[src/rtl/unified_mem_arbiter_if.sv]
// Bus bundle between the CPU fetch/load-store ports, the arbiter and the unified memory.
interface unified_mem_arbiter_if;
  logic        if_req;
  logic [31:0] if_addr;
  logic [31:0] if_rdata;
  logic        if_ack;
  logic        d_req;
  logic        d_we;
  logic [3:0]  d_be;
  logic [31:0] d_addr;
  logic [31:0] d_wdata;
  logic [31:0] d_rdata;
  logic        d_ack;
  logic        mem_en;
  logic        mem_we;
  logic [3:0]  mem_be;
  logic [31:0] mem_addr;
  logic [31:0] mem_wdata;
  logic [31:0] mem_rdata;
  logic        busy;

  modport slave (
    input  if_req, if_addr, d_req, d_we, d_be, d_addr, d_wdata, mem_rdata,
    output if_rdata, if_ack, d_rdata, d_ack, mem_en, mem_we, mem_be, mem_addr, mem_wdata, busy
  );

  modport master (
    output if_req, if_addr, d_req, d_we, d_be, d_addr, d_wdata, mem_rdata,
    input  if_rdata, if_ack, d_rdata, d_ack, mem_en, mem_we, mem_be, mem_addr, mem_wdata, busy
  );
endinterface

[src/rtl/unified_mem_arbiter.sv]
// Shares one single-ported memory between instruction fetch and load/store,
// data first, with a starvation counter that eventually forces a fetch grant.
//
// state    | meaning
// S_IDLE   | sample requests, pick a winner, latch the access
// S_ACCESS | mem_en high for one cycle
// S_WAIT   | count down the read latency, capture read data on the last cycle
// S_DONE   | owner's ack high for one cycle
module unified_mem_arbiter #(
  parameter int unsigned LATENCY    = 2,
  parameter int unsigned STARVE_MAX = 4
) (
  input logic                  clk,
  input logic                  rst,
  unified_mem_arbiter_if.slave bus
);
  localparam int unsigned CW = $clog2(LATENCY + 1);
  localparam int unsigned SW = $clog2(STARVE_MAX + 1);

  typedef enum logic [1:0] {S_IDLE, S_ACCESS, S_WAIT, S_DONE} state_t;

  state_t        state_q, state_d;
  logic          owner_q, owner_d;   // 1 = data port owns the current access
  logic [CW-1:0] cnt_q, cnt_d;
  logic [SW-1:0] starve_q, starve_d;
  logic          mem_en_q, mem_en_d;
  logic          mem_we_q, mem_we_d;
  logic [3:0]    mem_be_q, mem_be_d;
  logic [31:0]   mem_addr_q, mem_addr_d;
  logic [31:0]   mem_wdata_q, mem_wdata_d;
  logic          if_ack_q, if_ack_d;
  logic          d_ack_q, d_ack_d;
  logic [31:0]   if_rdata_q, if_rdata_d;
  logic [31:0]   d_rdata_q, d_rdata_d;
  logic          busy_q, busy_d;
  logic          fetch_win;

  always_comb begin
    state_d     = state_q;
    owner_d     = owner_q;
    cnt_d       = cnt_q;
    starve_d    = starve_q;
    mem_en_d    = 1'b0;
    mem_we_d    = mem_we_q;
    mem_be_d    = mem_be_q;
    mem_addr_d  = mem_addr_q;
    mem_wdata_d = mem_wdata_q;
    if_ack_d    = 1'b0;
    d_ack_d     = 1'b0;
    if_rdata_d  = if_rdata_q;
    d_rdata_d   = d_rdata_q;
    fetch_win   = bus.if_req && (!bus.d_req || (starve_q == SW'(STARVE_MAX)));

    case (state_q)
      S_IDLE: begin
        if (!bus.if_req) starve_d = '0;
        if (bus.if_req || bus.d_req) begin
          state_d  = S_ACCESS;
          mem_en_d = 1'b1;
          if (fetch_win) begin
            owner_d     = 1'b0;
            mem_we_d    = 1'b0;
            mem_be_d    = 4'hF;
            mem_addr_d  = bus.if_addr;
            mem_wdata_d = '0;
            starve_d    = '0;
          end else begin
            owner_d     = 1'b1;
            mem_we_d    = bus.d_we;
            mem_be_d    = bus.d_we ? bus.d_be : 4'hF;
            mem_addr_d  = bus.d_addr;
            mem_wdata_d = bus.d_wdata;
            if (bus.if_req && (starve_q != SW'(STARVE_MAX))) starve_d = starve_q + SW'(1);
          end
        end
      end
      S_ACCESS: begin
        if (mem_we_q) begin
          state_d  = S_DONE;
          d_ack_d  = owner_q;
          if_ack_d = !owner_q;
        end else begin
          cnt_d   = CW'(LATENCY);
          state_d = S_WAIT;
        end
      end
      S_WAIT: begin
        // mem_rdata is valid in the cycle the counter sits at 1
        if (cnt_q == CW'(1)) begin
          state_d = S_DONE;
          if (owner_q) begin
            d_rdata_d = bus.mem_rdata;
            d_ack_d   = 1'b1;
          end else begin
            if_rdata_d = bus.mem_rdata;
            if_ack_d   = 1'b1;
          end
        end else begin
          cnt_d = cnt_q - CW'(1);
        end
      end
      S_DONE:  state_d = S_IDLE;
      default: state_d = S_IDLE;
    endcase

    busy_d = (state_d != S_IDLE);
  end

  always_ff @(posedge clk or negedge rst) begin
    if (!rst) begin
      state_q     <= S_IDLE;
      owner_q     <= 1'b0;
      cnt_q       <= '0;
      starve_q    <= '0;
      mem_en_q    <= 1'b0;
      mem_we_q    <= 1'b0;
      mem_be_q    <= '0;
      mem_addr_q  <= '0;
      mem_wdata_q <= '0;
      if_ack_q    <= 1'b0;
      d_ack_q     <= 1'b0;
      if_rdata_q  <= '0;
      d_rdata_q   <= '0;
      busy_q      <= 1'b0;
    end else begin
      state_q     <= state_d;
      owner_q     <= owner_d;
      cnt_q       <= cnt_d;
      starve_q    <= starve_d;
      mem_en_q    <= mem_en_d;
      mem_we_q    <= mem_we_d;
      mem_be_q    <= mem_be_d;
      mem_addr_q  <= mem_addr_d;
      mem_wdata_q <= mem_wdata_d;
      if_ack_q    <= if_ack_d;
      d_ack_q     <= d_ack_d;
      if_rdata_q  <= if_rdata_d;
      d_rdata_q   <= d_rdata_d;
      busy_q      <= busy_d;
    end
  end

  assign bus.mem_en    = mem_en_q;
  assign bus.mem_we    = mem_we_q;
  assign bus.mem_be    = mem_be_q;
  assign bus.mem_addr  = mem_addr_q;
  assign bus.mem_wdata = mem_wdata_q;
  assign bus.if_ack    = if_ack_q;
  assign bus.d_ack     = d_ack_q;
  assign bus.if_rdata  = if_rdata_q;
  assign bus.d_rdata   = d_rdata_q;
  assign bus.busy      = busy_q;
endmodule

[src/flat_wrapper.sv]
// flat-port wrapper written by rule: the top's interface ports become plain ports
module unified_mem_arbiter_flat 
#(
  parameter int unsigned LATENCY    = 2,
  parameter int unsigned STARVE_MAX = 4
)
  (clk, rst, bus_if_req, bus_if_addr, bus_d_req, bus_d_we, bus_d_be, bus_d_addr, bus_d_wdata, bus_mem_rdata, bus_if_rdata, bus_if_ack, bus_d_rdata, bus_d_ack, bus_mem_en, bus_mem_we, bus_mem_be, bus_mem_addr, bus_mem_wdata, bus_busy);
  unified_mem_arbiter_if bus_i ();
  input logic clk;
  input logic rst;
  input wire logic [$bits(bus_i.if_req)-1:0] bus_if_req;
  input wire logic [$bits(bus_i.if_addr)-1:0] bus_if_addr;
  input wire logic [$bits(bus_i.d_req)-1:0] bus_d_req;
  input wire logic [$bits(bus_i.d_we)-1:0] bus_d_we;
  input wire logic [$bits(bus_i.d_be)-1:0] bus_d_be;
  input wire logic [$bits(bus_i.d_addr)-1:0] bus_d_addr;
  input wire logic [$bits(bus_i.d_wdata)-1:0] bus_d_wdata;
  input wire logic [$bits(bus_i.mem_rdata)-1:0] bus_mem_rdata;
  output wire logic [$bits(bus_i.if_rdata)-1:0] bus_if_rdata;
  output wire logic [$bits(bus_i.if_ack)-1:0] bus_if_ack;
  output wire logic [$bits(bus_i.d_rdata)-1:0] bus_d_rdata;
  output wire logic [$bits(bus_i.d_ack)-1:0] bus_d_ack;
  output wire logic [$bits(bus_i.mem_en)-1:0] bus_mem_en;
  output wire logic [$bits(bus_i.mem_we)-1:0] bus_mem_we;
  output wire logic [$bits(bus_i.mem_be)-1:0] bus_mem_be;
  output wire logic [$bits(bus_i.mem_addr)-1:0] bus_mem_addr;
  output wire logic [$bits(bus_i.mem_wdata)-1:0] bus_mem_wdata;
  output wire logic [$bits(bus_i.busy)-1:0] bus_busy;
  assign bus_i.if_req = bus_if_req;
  assign bus_i.if_addr = bus_if_addr;
  assign bus_i.d_req = bus_d_req;
  assign bus_i.d_we = bus_d_we;
  assign bus_i.d_be = bus_d_be;
  assign bus_i.d_addr = bus_d_addr;
  assign bus_i.d_wdata = bus_d_wdata;
  assign bus_i.mem_rdata = bus_mem_rdata;
  assign bus_if_rdata = bus_i.if_rdata;
  assign bus_if_ack = bus_i.if_ack;
  assign bus_d_rdata = bus_i.d_rdata;
  assign bus_d_ack = bus_i.d_ack;
  assign bus_mem_en = bus_i.mem_en;
  assign bus_mem_we = bus_i.mem_we;
  assign bus_mem_be = bus_i.mem_be;
  assign bus_mem_addr = bus_i.mem_addr;
  assign bus_mem_wdata = bus_i.mem_wdata;
  assign bus_busy = bus_i.busy;
  unified_mem_arbiter #(.LATENCY(LATENCY), .STARVE_MAX(STARVE_MAX)) u_core (.clk(clk), .rst(rst), .bus(bus_i));
endmodule
[config.mk]
export PLATFORM = sky130hd
export DESIGN_NAME = unified_mem_arbiter_flat
export DESIGN_NICKNAME = d
export VERILOG_FILES = /design/src/rtl/unified_mem_arbiter_if.sv /design/src/rtl/unified_mem_arbiter.sv /design/src/flat_wrapper.sv
export SDC_FILE = /design/constraint.sdc
export NUM_CORES = 1
export LEC_CHECK = 0
export BUFFER_PORTS_ARGS = -buffer_cell sky130_fd_sc_hd__buf_2
export CORE_AREA = 2 2 137 139
export CTS_CLUSTER_DIAMETER = 80
export CTS_CLUSTER_SIZE = 16
export DETAILED_ROUTE_END_ITERATION = 8
export DIE_AREA = 0 0 139 141
export PLACE_DENSITY = 0.59
export SLEW_MARGIN = 20
export SYNTH_ARGS = -nofsm -noshare
export SYNTH_HDL_FRONTEND = slang
export SYNTH_SLANG_ARGS = --single-unit
[constraint.sdc]
create_clock -name clk -period 1.6 [get_ports clk]
set_input_delay 0.24 -clock clk [delete_from_list [all_inputs] [get_ports clk]]
set_output_delay 0.24 -clock clk [all_outputs]
set_load 0.03 [all_outputs]
==> metrics.md, run 1 <==
| Metric | Value |
|---|---|
| Multiplexer share of the synthesized area | 12.0% |
| First-pass GRT wire length | 27.3 mm |
| Routed WL | 16.6 mm |
| Clock root buffer | clkbuf_16 |
| Fin cells | 1060 |
| Fin crit period | 1.52 ns |
| CP Launch Type | flip-flop |
| Post-synthesis compound-gate area fraction | 10.9% |
| Number of global-route vias before repair | 5157 |
| Post-synthesis xor/xnor area fraction | 0% |
| Initial drt markers | 172 |
| Vias per cell | 4.79 |
| Placed cells | 1027 |
| Hpwl dp | 11.5 mm |
| PD cells | 2270 nW/um^2 |
| Worst vdd ir | 1.10 mV |
| Hold WS | 0.0505 ns |
| DR WL/cell | 15.7 microns |
| RSZ-0062 raised after global routing | yes |
| Flops & latches, synth | 145 |
| Effective utilization at floorplan | 33.9% |
| WP data required | 1.89 ns |
| Antenna cells | 0 |
| Final antenna-violating net count | 0 |
| Worst-path fanout max | 32 |
| CTS Buffer Depth | 2 |
| Final Cycle Share | 95.0% |
| Rows | 50 |
| Most common cell after layout, fill and taps aside | buf_2 |
| Synth Area in Simple Gates | 13.2% |
| Initial antenna violation count | 1 |
| Leak Pwr | 4.26 nW |
| DR vias | 5078 |
| Status | completed |
| Nets@finish | 959 |
| Worst slew pin tran | 0.371 ns |
| Pin count of the biggest net entering global routing | 52 |
| Slew Viols, Final | 0 |
| Core box area | 18300 sq um |
| Worst EP arrival | 1.81 ns |
| Share of layout cells above drive strength 1 | 51.6% |
| Max Cap Viol | 0 |
| Yosys warns | 0 |
| EDFF count, synth | 0 |
| DRC Markers | 0 |
| Post-synthesis cell count | 538 |
| I/O pins | 274 |
| Syn_nets | 683 |
| Delay-heaviest family, CP | multiplexers |
| Main combinational cell family by area after synthesis | simple AND/OR/NAND/NOR gates |
| Gr ovfl total | 0 |
| Sequential area share after synthesis | 58.6% |
| Main synth FF type | dfrtp_1 |
| Cell taking the most area after synthesis | dfrtp_1 |
| Netlist cell types | 35 |
| Worst setup EP type | flip-flop |
| Asr flop ratio synth | 100% |
| H-tree level count | 4 |
| Adder-cell share of the synthesized area | 1.62% |
| Most frequent cells in the layout | 272 x buf_2, 145 x dfrtp_1, 135 x nand2_1, 64 x mux2_2, 33 x nand4_1 |
| Leading post-synthesis cells by cell area | dfrtp_1 59%, mux2_2 12%, nand2_1 8.2%, o211ai_2 5.5%, nand4_1 3.3% |
| Hold Fails Final Rpt | 0 |
| Clock transition at path regs | 0.06 ns |
| Worst-skew pair later-pin latency | 0.42 ns |
| Die Wd | 139 microns |
| DIE AREA | 19600 sq um |
| Buf/Inv on CP | 2 |
| Kind of critical path | flip-flop to flip-flop |
| Yosys top cell area share | 58.6% |
| Fill count | 1674 |
| Max-slew headroom | 75.3% |
| Number of buffers created by CTS | 17 |
| GP Congestion | 0.756 |
| CTS tree | done |
| Worst hold path class | input port to flip-flop |
| Netlist Area Pre-Place | 6190 sq um |
| Port bufs | 273 |
| Max Fclk | 0.658 GHz |
| Clock skew | 0.0111 ns |
| Layout area overhead | 39.1% |
| DIE HEIGHT | 141 microns |
| Largest stage delay, worst path | 0.36 ns |
| Clk sinks | 145 |
| Crit-path cells | inv_1 -> ha_1 -> nand3b_1 -> buf_12 -> mux2_2 |
| Slowest CP cell | mux2_2 |
| GRT Util Overall | 17.4% |
| First-pass iteration count of the detailed router | 4 |
| Syn_area_per_cell | 11.5 sq um |
| Final setup viols | 0 |
timing repair:
item	in CTS	in global routing
buffers inserted	0	1
hold endpoints to repair	32	0
hold buffers	1	0
gates resized for setup	0	8
setup endpoints to repair	0	51
path summary, 6_finish.rpt:
path / slack, ns / from / cells past startpoint / end
max in group asynchronous: 0.71 / rst / 3 / u_core.bus.mem_addr[24]$_DFFE_PN0P_
hold / removal: 0.05 / bus_d_wdata[21] / 3 / u_core.bus.mem_wdata[21]$_DFFE_PN0P_
min in group asynchronous: 0.31 / rst / 2 / u_core.bus.if_rdata[7]$_DFFE_PN0P_
setup reg to reg: 0.08 / u_core.state_q[0]$_DFF_PN0_ / 5 / u_core.bus.if_rdata[24]$_DFFE_PN0P_
hold reg to reg: 0.47 / u_core.bus.mem_wdata[10]$_DFFE_PN0P_ / 2 / u_core.bus.mem_wdata[10]$_DFFE_PN0P_
setup / recovery: 0.08 / u_core.state_q[0]$_DFF_PN0_ / 5 / u_core.bus.if_rdata[24]$_DFFE_PN0P_
report_power, final:
group          internal, W  switching (W)  total, W
Combinational      0.00310        0.00613   0.00923
Clock              0.00253        0.00157   0.00411
Sequential         0.00541       0.000839   0.00625
logic make-up (layout without fill, tap and decap cells):
group	after synthesis	after routing
simple gates	188	188
flops	145	145
compound gates	84	84
mux	66	66
buf+inv	47	335
fa+ha+maj	8	8
cells in the mapped netlist (6+ instances only):
library cell and count:
buf_2 9, clkbuf_1 24, o21ai_1 17, nand4_1 33
inv_1 6, buf_6 6, dfrtp_1 145, ha_1 8
o21ai_0 19, nor2_1 9, nand2_1 135, mux2_2 64
o211ai_2 27
tightest hold or removal path, stage by stage:
cell and delay, ns:
buf_2 0.09, nand2_1 0.05, o21ai_1 0.05
through the flow:
step                utilization [%]  setup WS, ns  setup TNS [ns]  power, W  area [sq um]
finish                         47.2        0.0798               0    0.0196          8610
global route                   47.2      -0.00848         -0.0217    0.0208          8610
CTS                            47.0        0.0538               0    0.0198          8580
detailed placement             43.6        0.0488               0    0.0156          7960
global placement               43.6        0.0967               0    0.0155          7960
floorplan                         -     -0.000586         -0.0176    0.0125          6190
state kept, by name (all words and copies together) (netlist names):
signal	flops
u_core.bus.busy	1
u_core.bus.d_ack	1
u_core.bus.d_rdata	32
u_core.bus.if_ack	1
u_core.bus.if_rdata	32
u_core.bus.mem_addr	32
u_core.bus.mem_be	4
u_core.bus.mem_en	1
u_core.bus.mem_wdata	32
u_core.bus.mem_we	1
u_core.cnt_q	2
u_core.owner_q	1
u_core.starve_q	3
u_core.state_q	2
cell type report:
cell class | instances | area [sq um] | share of cell area, %
flip-flops and latches | 145 | 3630 | 42.1
multi-input cells | 346 | 2360 | 27.4
repair buffers | 297 | 1700 | 19.7
clock buffers | 19 | 453 | 5.26
well taps | 234 | 293 | 3.40
clock inverters | 12 | 156 | 1.82
inverters | 7 | 26.3 | 0.305
routing by layer:
metal | up-vias | wire [microns] | global-route usage (%)
li1 | 2421 | - | -
met1 | 2425 | 7370 | 22.5
met2 | 214 | 7670 | 27.9
met3 | 16 | 1380 | 5.94
met4 | 2 | 163 | 5.16
met5 | - | 13 | 0
No activity file was read; power rests on OpenSTA's default activity.
==> inputs of run 2 (changes only) <==
Clock period 1.6 ns to 1.35 ns, I/O delays scaled along.
==> metrics.md, run 2 (synthesized netlist as in run 1, its figures left out) <==
| Metric | Value |
|---|---|
| Share of layout cells above drive strength 1 | 61.0% (+9.4 points) |
| Layout area overhead | 62.6% |
| Hpwl dp | 12.3 mm (+6.6%) |
| Worst EP arrival | 1.79 ns (-0.02 ns) |
| Failing checks | negative setup slack |
| PD cells | 2620 nW/um^2 (+15%) |
| Initial antenna violation count | 0 (-1) |
| I/O pins | 274 (unchanged) |
| Sw Ratio | 42.8% (-0.81 points) |
| Reg2reg start | u_core.cnt_q[1]$_DFFE_PN0P_ |
| Met2 usage | 31.2% (+3.2 points) |
| CP Launch Type | flip-flop |
| Vias per cell | 4.92 (+2.6%) |
| Clock skew | 0.00877 ns (-0.00231 ns) |
| Nets@finish | 1036 (+8.0%) |
| Largest stage delay, worst path | 0.37 ns (about the same) |
| HP Start | bus_d_wdata[28] |
| Critical Path Most Common Cell | buf_12 |
| Fin crit period | 1.49 ns (-0.0351 ns) |
| Worst slew pin tran | 0.336 ns (-0.0346 ns) |
| Setup TNS | -9.29 ns (-9.29 ns) |
| DIE AREA | 19600 sq um (unchanged) |
| First-pass iteration count of the detailed router | 4 (unchanged) |
| Number of global-route vias before repair | 5493 (+6.5%) |
| Busiest grt layer | met2 |
| Part of the power in combinational logic | 51.6% (+4.5 points) |
| Clock transition at path regs | 0.06 ns (about the same) |
| Worst hold path class | input port to flip-flop |
| Psw | 0.0113 W (+32%) |
| H-tree level count | 4 (unchanged) |
| Antenna cells | 0 (unchanged) |
| Slowest CP cell | dfrtp_1 |
| DRC Markers | 0 (unchanged) |
| Grt met1 use | 25.2% (+2.7 points) |
| Initial drt markers | 174 (+1.2%) |
| DIE HEIGHT | 141 microns (unchanged) |
| Number of buffers created by CTS | 17 (unchanged) |
| Slew Viols, Final | 0 (unchanged) |
| Met3 Usage GRT | 5.84% (-0.10 points) |
| Worst setup EP type | flip-flop |
| Routed WL | 20.3 mm (+22%) |
| Finished Core Util | 55.1% (+8.0 points) |
| GRT Util Overall | 19.3% (+1.9 points) |
| Placed cells | 1046 (+1.9%) |
| Max Fclk | 0.673 GHz (+2.4%) |
| Max Cap Viol | 0 (unchanged) |
| Fill count | 1612 (-3.7%) |
| CTS Buffer Depth | 2 (unchanged) |
| Most common cell after layout, fill and taps aside | buf_2 |
| Crit-path cells | inv_1 -> ha_4 -> nand3_4 -> buf_12 -> buf_12 -> mux2_4 |
| WP data required | 1.65 ns (-0.24 ns) |
| Clk sinks | 145 (unchanged) |
| First-pass GRT wire length | 29.9 mm (+9.5%) |
| Worst-skew pair later-pin latency | 0.42 ns (about the same) |
| Worst reg2reg setup slack | -0.14 ns (-0.21 ns) |
| Worst vdd ir | 1.57 mV (+42%) |
| Clock root buffer | clkbuf_16 |
| CP startpoint | u_core.cnt_q[1]$_DFFE_PN0P_ |
| Clock power frac | 19.9% (-1.1 points) |
| Final antenna-violating net count | 0 (unchanged) |
| CTS tree | done |
| Worst-path fanout max | 8 (-75%) |
| Fin cells | 1138 (+7.4%) |
| DR vias | 5594 (+10%) |
| Final setup viols | 129 (+129) |
| Reg power frac | 28.5% (-3.4 points) |
| Most frequent cells in the layout | 272 x buf_2, 144 x dfrtp_1, 109 x nand2_1, 50 x mux2_2, 33 x nand4_1 |
| GP Congestion | 0.782 (+3.5%) |
| Hold Fails Final Rpt | 0 (unchanged) |
| Final WS setup | -0.135 ns (-0.215 ns) |
| Leak Pwr | 4.93 nW (+16%) |
| Gr ovfl total | 0 (unchanged) |
| Status | finished with violations |
| Pint | 0.0151 W (+37%) |
| Final Cycle Share | 110% (+15 points) |
| DR WL/cell | 17.8 microns (+14%) |
| Kind of critical path | flip-flop to flip-flop |
| RSZ-0062 raised after global routing | yes |
| Port bufs | 273 (unchanged) |
| Core box area | 18300 sq um (unchanged) |
| Max-slew headroom | 77.6% (+2.3 points) |
| Pin count of the biggest net entering global routing | 37 (-29%) |
| Rows | 50 (unchanged) |
| Die Wd | 139 microns (unchanged) |
| Effective utilization at floorplan | 33.9% (unchanged) |
-- run 2: cell types whose count changed in the layout (fill, tap and decap cells not counted), moves of 9 or more --
| cell | delta |
|---|---|
| buf_12 | +9 |
| buf_4 | +21 |
| buf_6 | +10 |
| clkbuf_16 | +9 |
| dlygate4sd3_1 | +20 |
| mux2_2 | -14 |
| mux2_4 | +14 |
| nand2_1 | -26 |
| nand2_2 | +22 |
| o21ai_0 | -15 |
| o21ai_2 | +19 |
-- run 2: layout make-up --
type | count | area (sq um) | area share (%)
sequential | 145 | 3630 | 36.0
timing repair buffer | 373 | 2740 | 27.2
multi-input combinational | 347 | 2720 | 27.0
clock buffer | 19 | 453 | 4.50
tap | 234 | 293 | 2.91
clock inverter | 13 | 199 | 1.97
inverter | 7 | 31.3 | 0.311
-- run 2: through the flow --
stage | hold slack, ns | cell area [sq um] | total power, W | setup slack [ns]
after global placement | 0.115 | 8240 | 0.0189 | -0.0849
after detailed placement | 0.116 | 8240 | 0.0190 | -0.176
final | 0.00801 | 10100 | 0.0264 | -0.135
after CTS | 0.0000527 | 9430 | 0.0251 | -0.129
after floorplan | -0.0931 | 6360 | 0.0151 | -0.174
after global routing | 0.00802 | 10100 | 0.0278 | -0.178
-- run 2: critical path, delay by kind of cell (launching register included) --
| family | cells | cell delay [ns] |
|---|---|---|
| muxes | 1 | 0.30 |
| DFF | 1 | 0.37 |
| and+or+nand+nor | 1 | 0.11 |
| adders and majority gates | 1 | 0.17 |
| buffers and inverters | 3 | 0.42 |
-- run 2: what timing repair did --
action | in CTS | in global routing
pin swaps | 5 | 29
hold buffers | 21 | 0
endpoints found under the setup margin | 140 | 141
gates resized for setup | 47 | 75
cloned | 6 | 14
buffers inserted | 6 | 15
hold endpoints to repair | 120 | 0
-- run 2: power by group through the flow --
stage	Clock (W)	Combinational [W]	Sequential [W]
finish	0.00525	0.0137	0.00753
global route	0.00553	0.0145	0.00779
CTS	0.00535	0.0123	0.00750
detailed placement	0	0.0115	0.00751
global placement	0	0.0114	0.00749
floorplan	0	0.00372	0.0114
-- run 2: path summary, 6_finish.rpt --
check	endpoint	cells past startpoint
worst max-delay path	u_core.bus.d_rdata[4]$_DFFE_PN0P_	6
worst min-delay path	u_core.bus.mem_wdata[28]$_DFFE_PN0P_	3
worst max register to register	u_core.bus.d_rdata[4]$_DFFE_PN0P_	6
worst min register to register	u_core.bus.mem_wdata[11]$_DFFE_PN0P_	2
max in group asynchronous	u_core.bus.mem_addr[5]$_DFFE_PN0P_	3
min in group asynchronous	u_core.bus.d_rdata[28]$_DFFE_PN0P_	2
-- run 2: routing by layer --
layer | up-vias | part of all wire, %
met1 | 2722 | 43
met3 | 18 | 7.7
met4 | 0 | 1.3
met2 | 258 | 48
met5 | - | 0
li1 | 2596 | -
==> inputs of run 3 (changes only) <==
Settings changed: ABC_AREA set to 1, PLACE_DENSITY 0.59 to 0.6, SLEW_MARGIN 20 to not set.
==> metrics.md, run 3 <==
| Metric | Value |
|---|---|
| Flops & latches, synth | 145 (unchanged) |
| DRC Markers | 0 (unchanged) |
| Sequential area share after synthesis | 58.2% (-0.38 points) |
| Worst slack, placed | -0.0886 ns (+0.0870 ns) |
| Syn_area_per_cell | 8.39 sq um (-27%) |
| WP data required | 1.65 ns (about the same) |
| Final setup viols | 71 (-45%) |
| Max Cap Viol | 0 (unchanged) |
| H-tree level count | 4 (unchanged) |
| Die Wd | 139 microns (unchanged) |
| First-pass GRT wire length | 30.0 mm (+0.27%) |
| Netlist cell types | 22 (-37%) |
| Synth top cells by count | 283 x nand2_1, 145 x dfrtp_1, 109 x inv_1, 73 x nand3_1, 71 x o21ai_0 |
| Clock skew | 0.00907 ns (+0.000296 ns) |
| First-pass iteration count of the detailed router | 5 (+1) |
| Yosys top cell area share | 58.2% (-0.38 points) |
| Port bufs | 273 (unchanged) |
| Yosys warns | 0 (unchanged) |
| Asr flop ratio synth | 100% (unchanged) |
| Failing checks | negative setup slack |
| Share of layout cells above drive strength 1 | 35.7% (-25 points) |
| Clock transition at path regs | 0.06 ns (about the same) |
| Final WS setup | -0.0530 ns (+0.0821 ns) |
| CP Launch Type | flip-flop |
| Clk sinks | 145 (unchanged) |
| Buf/Inv on CP | 5 (+2) |
| Gr ovfl total | 0 (unchanged) |
| DIE HEIGHT | 141 microns (unchanged) |
| Netlist Area Pre-Place | 6230 sq um (+0.65%) |
| Final antenna-violating net count | 0 (unchanged) |
| Initial antenna violation count | 1 (+1) |
| Post-synthesis cell count | 743 (+38%) |
| I/O pins | 274 (unchanged) |
| EDFF count, synth | 0 (unchanged) |
| Core box area | 18300 sq um (unchanged) |
| Largest stage delay, worst path | 0.39 ns (+0.02 ns) |
| DIE AREA | 19600 sq um (unchanged) |
| Slew Viols, Final | 0 (unchanged) |
| Worst vdd ir | 1.38 mV (-12%) |
| Worst-path fanout max | 10 (+2) |
| GP Congestion | 0.828 (+5.9%) |
| Effective utilization at floorplan | 34.1% (+0.22 points) |
| Number of global-route vias before repair | 5796 (+5.5%) |
| Hold WS | 0.0542 ns (+0.0462 ns) |
| Worst reg2reg setup slack | -0.05 ns (+0.08 ns) |
| Leading post-synthesis cells by cell area | dfrtp_1 58%, nand2_1 17%, inv_1 6.6%, nand3_1 5.9%, o21ai_0 5.7% |
| Layout area overhead | 54.6% |
| Max-slew headroom | 73.2% (-4.3 points) |
| Leak Pwr | 5.52 nW (+12%) |
| Nets@finish | 1237 (+19%) |
| Hold Fails Final Rpt | 0 (unchanged) |
| Worst hold path class | input port to flip-flop |
| Worst setup EP type | flip-flop |
| Most frequent cells in the layout | 272 x buf_2, 270 x nand2_1, 145 x dfrtp_1, 104 x inv_1, 72 x nand3_1 |
| GRT Util Overall | 19.1% (-0.21 points) |
| Setup TNS | -1.87 ns (+7.42 ns) |
| Max Fclk | 0.713 GHz (+5.9%) |
| PD cells | 2500 nW/um^2 (-4.8%) |
| CTS tree | done |
| Worst-skew pair later-pin latency | 0.41 ns (about the same) |
| Delay-heaviest family, CP | buffers and inverters |
| Worst slew pin tran | 0.402 ns (+0.0652 ns) |
| Routed WL | 19.2 mm (-5.3%) |
| Initial drt markers | 309 (+78%) |
| Clock root buffer | clkbuf_16 |
| Worst EP arrival | 1.70 ns (-0.09 ns) |
| DR WL/cell | 14.3 microns (-20%) |
| Final Cycle Share | 104% (-6.1 points) |
| Most common cell after layout, fill and taps aside | buf_2 |
| DR vias | 5982 (+6.9%) |
| Rows | 50 (unchanged) |
| Slowest CP cell | dfrtp_1 |
| Vias per cell | 4.46 (-9.2%) |
| Fin crit period | 1.40 ns (-0.0821 ns) |
| Kind of critical path | flip-flop to flip-flop |
| Total power | 0.0241 W (-8.9%) |
| Status | finished with violations |
| Critical Path Most Common Cell | nand2_1 |
| Hpwl dp | 12.3 mm (+0.37%) |
| RSZ-0062 raised after global routing | yes |
| Syn_nets | 888 (+30%) |
| CTS Buffer Depth | 2 (unchanged) |
| Number of buffers created by CTS | 17 (unchanged) |
| Main synth FF type | dfrtp_1 |
| Pin count of the biggest net entering global routing | 40 (+8.1%) |
| Count leader, synth | nand2_1 |
| Cell taking the most area after synthesis | dfrtp_1 |
| Crit-path cells | inv_2 -> ha_4 -> inv_4 -> nor2_4 -> buf_6 -> inv_16 -> clkbuf_16 -> nand2_1 -> nand2_1 |
## run 3: cell count changes after synthesis, sizes merged, moves of 3 or more
cell / previous run / this run
a22oi: 3 / 0
a31oi: 4 / 0
buf: 16 / 23
clkbuf: 24 / 13
inv: 7 / 111
mux2: 64 / 0
nand2: 135 / 286
nand3: 3 / 75
nand4: 33 / 2
nor2: 9 / 3
o211ai: 32 / 0
o21ai: 37 / 71
## run 3: layer usage
metal,share of wire [%],global-route usage [%],up-vias,wire [microns]
li1,-,-,2985,-
met1,43,24.3,2769,8230
met2,50,32.6,200,9580
met3,5.3,3.84,28,1020
met4,1.9,6.75,0,356
met5,0,0,-,0
## run 3: final cells by class
class	count	area (sq um)
fillers	1740	8630
clock inverters	12	108
multi-input cells	451	2120
well taps	234	293
flip-flops and latches	145	3630
clock buffers	20	457
repair buffers	366	2580
inverters	111	443
diodes	1	2.50
## run 3: what timing repair did
action	4_1_cts	5_1_grt
pin swaps	4	7
hold buffers	33	0
endpoints found under the hold margin	61	0
gates resized for setup	35	20
gates cloned	6	6
setup endpoints to repair	113	135
buffers inserted	8	6
## run 3: through the flow
step | utilization, % | cells | area [sq um]
after global routing | 52.7 | 1339 | 9630
final | 52.7 | 1340 | 9630
after global placement | 44.5 | 1248 | 8130
after floorplan | - | 743 | 6240
after CTS | 51.2 | 1327 | 9350
after detailed placement | 44.5 | 1248 | 8130
## run 3: path summary, 6_finish.rpt
path / start / endpoint / depth (start not counted)
setup / recovery: u_core.state_q[0]$_DFF_PN0_ / u_core.bus.mem_wdata[1]$_DFFE_PN0P_ / 9
hold reg to reg: u_core.bus.mem_addr[21]$_DFFE_PN0P_ / u_core.bus.mem_addr[21]$_DFFE_PN0P_ / 2
max in group asynchronous: rst / u_core.bus.if_rdata[16]$_DFFE_PN0P_ / 3
hold / removal: bus_mem_rdata[7] / u_core.bus.if_rdata[7]$_DFFE_PN0P_ / 3
setup reg to reg: u_core.state_q[0]$_DFF_PN0_ / u_core.bus.mem_wdata[1]$_DFFE_PN0P_ / 9
min in group asynchronous: rst / u_core.bus.if_rdata[9]$_DFFE_PN0P_ / 2
## run 3: tightest hold or removal path, stage by stage
cell and delay (ns):
buf_2 0.09, inv_1 0.05, o21ai_0 0.08
## run 3: cells by family (layout without fill, tap and decap cells)
kind of cell	after synthesis	count (layout)	synth area share, %
DFF	145	145	58.2
and+or+nand+nor	367	367	24.2
buffers and inverters	147	509	9.69
xor gates and xnor gates	1	1	0.141
other	0	1	0
adders and majority gates	8	8	1.61
AOI/OAI and AO/OA	75	75	6.14
## run 3: report_power, final
group | internal (W) | switching (W) | total (W) | leakage, nW
clock | 0.00264 | 0.00187 | 0.00450 | 0.273
combinational | 0.00430 | 0.00778 | 0.0121 | 3.54
sequential | 0.00637 | 0.00112 | 0.00749 | 1.70
